==> config.mk <==
export PLATFORM = sky130hd
export DESIGN_NAME = id_ex_stage
export DESIGN_NICKNAME = d
export VERILOG_FILES = /design/src/rtl/id_ex_stage_pkg.sv /design/src/rtl/id_ex_hazard_detect.sv /design/src/rtl/id_ex_stage.sv
export SDC_FILE = /design/constraint.sdc
export NUM_CORES = 1
export LEC_CHECK = 0
export CAP_MARGIN = 20
export CORE_UTILIZATION = 46
export CTS_BUF_LIST = sky130_fd_sc_hd__clkbuf_8 sky130_fd_sc_hd__clkbuf_16
export DETAILED_ROUTE_END_ITERATION = 10
export PLACE_DENSITY = 0.95
export SLEW_MARGIN = 10
export SYNTH_ARGS = -nofsm -noshare
export SYNTH_HDL_FRONTEND = slang
export SYNTH_HIERARCHICAL = 1
export SYNTH_SLANG_ARGS = --single-unit
==> constraint.sdc <==
create_clock -name clk_i -period 21.9 [get_ports clk_i]
set_clock_uncertainty 0.2 [all_clocks]
set_input_delay 6.57 -clock clk_i [delete_from_list [all_inputs] [get_ports clk_i]]
set_output_delay 6.57 -clock clk_i [all_outputs]
set_load 0.02 [all_outputs]
==> src/rtl/id_ex_stage_pkg.sv <==
// Shared CPU definitions: control-word bit positions and field widths.
package id_ex_stage_pkg;

  localparam int CTRL_W  = 8;
  localparam int FUNCT_W = 10;
  localparam int REG_W   = 5;

  localparam int CTRL_REGWRITE = 7;
  localparam int CTRL_MEMTOREG = 6;
  localparam int CTRL_MEMREAD  = 5;
  localparam int CTRL_MEMWRITE = 4;
  localparam int CTRL_ALUOP_HI = 3;
  localparam int CTRL_ALUOP_LO = 2;
  localparam int CTRL_ALUSRC   = 1;
  localparam int CTRL_BRANCH   = 0;

endpackage

==> src/rtl/id_ex_hazard_detect.sv <==
// Load-use hazard detection and PC / IF-ID write enables; purely combinational.
module id_ex_hazard_detect
  import id_ex_stage_pkg::*;
(
  input  logic             ex_memread_i,
  input  logic [REG_W-1:0] ex_rd_i,
  input  logic [REG_W-1:0] id_rs1_i,
  input  logic [REG_W-1:0] id_rs2_i,
  input  logic             mem_stall_i,
  output logic             hazard_o,
  output logic             pc_write_o,
  output logic             ifid_write_o
);

  // Rs2 is compared even for I-type instructions; a rare false stall is cheaper than decoding the format here.
  assign hazard_o     = ex_memread_i && (ex_rd_i != '0) &&
                        ((ex_rd_i == id_rs1_i) || (ex_rd_i == id_rs2_i));
  assign pc_write_o   = !hazard_o && !mem_stall_i;
  assign ifid_write_o = !hazard_o && !mem_stall_i;

endmodule

==> src/rtl/id_ex_stage.sv <==
// ID/EX pipeline register: 1-cycle latency; freezes on mem_stall_i, inserts a bubble on load-use hazard or flush.
module id_ex_stage
  import id_ex_stage_pkg::*;
#(
  parameter int DATA_W = 32,
  parameter int CNT_W  = 32
) (
  input  logic               clk_i,
  input  logic               rst_i,
  input  logic               mem_stall_i,
  input  logic               flush_i,
  input  logic [4:0]         IDRs1_i,
  input  logic [4:0]         IDRs2_i,
  input  logic [4:0]         IDRd_i,
  input  logic [DATA_W-1:0]  IDRS1data_i,
  input  logic [DATA_W-1:0]  IDRS2data_i,
  input  logic [DATA_W-1:0]  IDImm_i,
  input  logic [9:0]         IDFunct_i,
  input  logic [7:0]         IDCtrl_i,
  output logic [4:0]         EXRs1_o,
  output logic [4:0]         EXRs2_o,
  output logic [4:0]         EXRd_o,
  output logic [DATA_W-1:0]  EXRS1data_o,
  output logic [DATA_W-1:0]  EXRS2data_o,
  output logic [DATA_W-1:0]  EXImm_o,
  output logic [9:0]         EXFunct_o,
  output logic [7:0]         EXCtrl_o,
  output logic               hazard_o,
  output logic               PCWrite_o,
  output logic               IFIDWrite_o,
  output logic [CNT_W-1:0]   bubble_cnt_o,
  output logic [CNT_W-1:0]   stall_cnt_o
);

  logic [REG_W-1:0]   rs1_q, rs1_d, rs2_q, rs2_d, rd_q, rd_d;
  logic [DATA_W-1:0]  d1_q, d1_d, d2_q, d2_d, imm_q, imm_d;
  logic [FUNCT_W-1:0] funct_q, funct_d;
  logic [CTRL_W-1:0]  ctrl_q, ctrl_d;
  logic [CNT_W-1:0]   bubble_cnt_q, bubble_cnt_d, stall_cnt_q, stall_cnt_d;
  logic               hazard;
  logic               insert_bubble;

  id_ex_hazard_detect u_hazard (
    .ex_memread_i (ctrl_q[CTRL_MEMREAD]),
    .ex_rd_i      (rd_q),
    .id_rs1_i     (IDRs1_i),
    .id_rs2_i     (IDRs2_i),
    .mem_stall_i  (mem_stall_i),
    .hazard_o     (hazard),
    .pc_write_o   (PCWrite_o),
    .ifid_write_o (IFIDWrite_o)
  );

  // A stall masks hazard/flush; they are re-evaluated once the cache releases the pipeline.
  assign insert_bubble = !mem_stall_i && (hazard || flush_i);

  always_comb begin
    rs1_d   = rs1_q;
    rs2_d   = rs2_q;
    rd_d    = rd_q;
    d1_d    = d1_q;
    d2_d    = d2_q;
    imm_d   = imm_q;
    funct_d = funct_q;
    ctrl_d  = ctrl_q;
    if (insert_bubble) begin
      rs1_d   = '0;
      rs2_d   = '0;
      rd_d    = '0;
      d1_d    = '0;
      d2_d    = '0;
      imm_d   = '0;
      funct_d = '0;
      ctrl_d  = '0;
    end else if (!mem_stall_i) begin
      rs1_d   = IDRs1_i;
      rs2_d   = IDRs2_i;
      rd_d    = IDRd_i;
      d1_d    = IDRS1data_i;
      d2_d    = IDRS2data_i;
      imm_d   = IDImm_i;
      funct_d = IDFunct_i;
      ctrl_d  = IDCtrl_i;
    end
    bubble_cnt_d = bubble_cnt_q + CNT_W'(insert_bubble);
    stall_cnt_d  = stall_cnt_q + CNT_W'(mem_stall_i);
  end

  always_ff @(posedge clk_i or posedge rst_i) begin
    if (rst_i) begin
      rs1_q        <= '0;
      rs2_q        <= '0;
      rd_q         <= '0;
      d1_q         <= '0;
      d2_q         <= '0;
      imm_q        <= '0;
      funct_q      <= '0;
      ctrl_q       <= '0;
      bubble_cnt_q <= '0;
      stall_cnt_q  <= '0;
    end else begin
      rs1_q        <= rs1_d;
      rs2_q        <= rs2_d;
      rd_q         <= rd_d;
      d1_q         <= d1_d;
      d2_q         <= d2_d;
      imm_q        <= imm_d;
      funct_q      <= funct_d;
      ctrl_q       <= ctrl_d;
      bubble_cnt_q <= bubble_cnt_d;
      stall_cnt_q  <= stall_cnt_d;
    end
  end

  assign EXRs1_o      = rs1_q;
  assign EXRs2_o      = rs2_q;
  assign EXRd_o       = rd_q;
  assign EXRS1data_o  = d1_q;
  assign EXRS2data_o  = d2_q;
  assign EXImm_o      = imm_q;
  assign EXFunct_o    = funct_q;
  assign EXCtrl_o     = ctrl_q;
  assign hazard_o     = hazard;
  assign bubble_cnt_o = bubble_cnt_q;
  assign stall_cnt_o  = stall_cnt_q;

endmodule

==> impl_metrics.toml <==
[run_status]
status = "completed"

[drt]
wl_per_cell_um = 20.6
dr.pass1.iters = 5
ant_nets = 0
vias = 6114
finalWirelength_um = 22800
viasPerCell = 5.52
drtIter0Drc = 331
drc = 0

[placement]
routabilityCongestion = 0.834
dp.cells = 1071
port_buffers = 328
place_area_um2 = 11000
post-place-ws_ns = 6.77
dp_hpwl_um = 16000

[power]
powerDensity_nw_per_um2 = 78.3
peakVddDrop_v = 0.0000562
p_leak_nw = 5.07
power_mw = 0.910

[global_route]
grt_antenna_before_repair = 2
overflow = 0
grt_util_all_layers = 0.269
grt_pass1_wl_um = 34100
grt_start_max_net_pins = 113
grt_pass1_vias = 6157

[timing]
hold_ws_ns = 0.277
setup_tns_ns = 0
report.final.hold_viol_count = 0
post-route-period-util = 0.691
setup_ws_ns = 6.76
drv_slew = 0
setup_violations = 0
max_freq_ghz = 0.0661
fin_crit_ns = 15.14
rsz0062_at_grt = "no"
slew_headroom = 0.328
tightestPinTransition_ns = 1.01

[die]
start_util = 0.473
die_width_um = 130
die_area_um2 = 16900
core_um2 = 15900
io_pins = 329
row_count = 46
dieHeight_um = 130

[cts]
cts_buffers = 17
cts_tree = "done"
holdBufCountCts = 0
cts_resized = 0
htreeDepth = 4
clockBufferDepth = 2
cts_num_sinks = 193
clk_latency_ns = 0.42
cts_root_buf = "clkbuf_16"
clk_transition_reported_paths_ns = 0.07
postCtsSetupBuffers = 0

[final_layout]
instances_no_fill = 1107
final_area_um2 = 11600
fin_util = 0.729
syn2layout_area_growth_pct = 54.2
fin_nets = 1014
drive_gt1_frac = 0.0562

[synthesis]
ys_seq_area_frac = 0.641
avgSynthCellArea_um2 = 13.6
synth_warnings = 6
synth_common_cells = "dfrtp_1 (193), a22o_1 (129), xnor2_1 (60)"
syn_inst = 556
yosysMostFrequentCell = "dfrtp_1"
synth_edf_count = 0
syn-num-nets = 694
yosysTopAreaCell = "dfrtp_1"
syn_area_um2 = 7540
synth_top_area_share = 0.641
synth_flop_cell = "dfrtp_1"
synthArstFlopShare = 1.00
synth_area_leaders = "dfrtp_1 (64%), a22o_1 (15%), xnor2_1 (7.0%)"
ys_types = 27
synth_seq_cells = 193

[worst_setup_path]
arrival_ns = 8.37
end_kind = "primary output"
cp.required_ns = 15.13
startpoint_type = "input pin"
rrSetupSlack_ns = 18.82
crit_fanout = 3
worstSetupPathType = "in2out"

[flow_run]
cap_violations = 0

[hold_path]
min_path_type = "reg2reg"
==> path summary, 6_finish.rpt <==
check                                           from                          end  depth (start not counted)
max                                       IDRs2_i[0]                     hazard_o                          6
min                        stall_cnt_o[31]$_DFF_PP0_    stall_cnt_o[31]$_DFF_PP0_                          1
max reg2reg                    EXRd_o[0]$_DFFE_PP0P_   bubble_cnt_o[10]$_DFF_PP0_                         11
min reg2reg                stall_cnt_o[31]$_DFF_PP0_    stall_cnt_o[31]$_DFF_PP0_                          1
max in group asynchronous                      rst_i  EXRS1data_o[30]$_DFFE_PP0P_                          4
min in group asynchronous                      rst_i   EXRS2data_o[5]$_DFFE_PP0P_                          2
==> critical path: stages <==
cell and delay [ns]:
clkdlybuf4s50_1 0.51, xnor2_1 0.16, nand2_1 0.09, o22ai_1 0.18
and3_1 0.24, clkdlybuf4s50_1 0.62
==> power breakdown <==
group          switching [mW]  internal (mW)
Clock                   0.141          0.166
Sequential             0.0310          0.387
Combinational          0.0888         0.0966
==> sequential cells by signal, indices dropped and copies added, names as in the netlist <==
register / count
EXRS1data_o: 32
EXCtrl_o: 8
stall_cnt_o: 32
EXRs2_o: 5
EXRd_o: 5
EXFunct_o: 10
EXImm_o: 32
bubble_cnt_o: 32
EXRS2data_o: 32
EXRs1_o: 5
==> placed cells by master, fill, tap and decap left out <==
cell type	n
and2_1	3
nand4_1	25
inv_1	2
dfrtp_1	193
and3_1	10
nand4_2	1
nand3_4	1
clkdlybuf4s50_1	327
inv_8	2
buf_4	5
nand3_2	2
nor3_2	1
nor2_1	12
clkbuf_8	2
xnor2_1	60
nor3_1	6
a31oi_1	1
ha_1	5
xor2_1	10
nor3_4	1
diode_2	2
nor4_1	2
nand3_1	25
clkbuf_16	17
inv_6	5
nand2_1	22
o22ai_1	1
and3_2	1
buf_16	2
nand4b_1	2
clkinv_4	3
nor4_4	3
and4_1	4
clkinv_2	3
a22o_1	129
bufinv_16	1
==> cells by family after synthesis <==
| kind of cell | count (synthesis) | share of synthesized area |
|---|---|---|
| compound gates | 131 | 0.152 |
| flops | 193 | 0.641 |
| xor+xnor | 70 | 0.0813 |
| fa+ha+maj | 5 | 0.00830 |
| buf+inv | 36 | 0.0214 |
| simple gates | 121 | 0.0966 |
==> layout make-up <==
class	count	area (um2)
inverter	3	18.8
fill	1030	4320
antenna	2	5.00
multi-input combinational	327	2550
timing repair buffer	334	3370
clock inverter	13	126
tap	216	270
sequential	193	4830
clock buffer	19	453
==> routing by layer <==
metal	track usage	up-vias	part of all wire
li1	-	2712	-
met1	0.321	3082	0.38
met2	0.461	280	0.53
met3	0.0730	40	0.068
met4	0.113	0	0.027
met5	0	-	0
No activity file was read; power rests on OpenSTA's default activity.
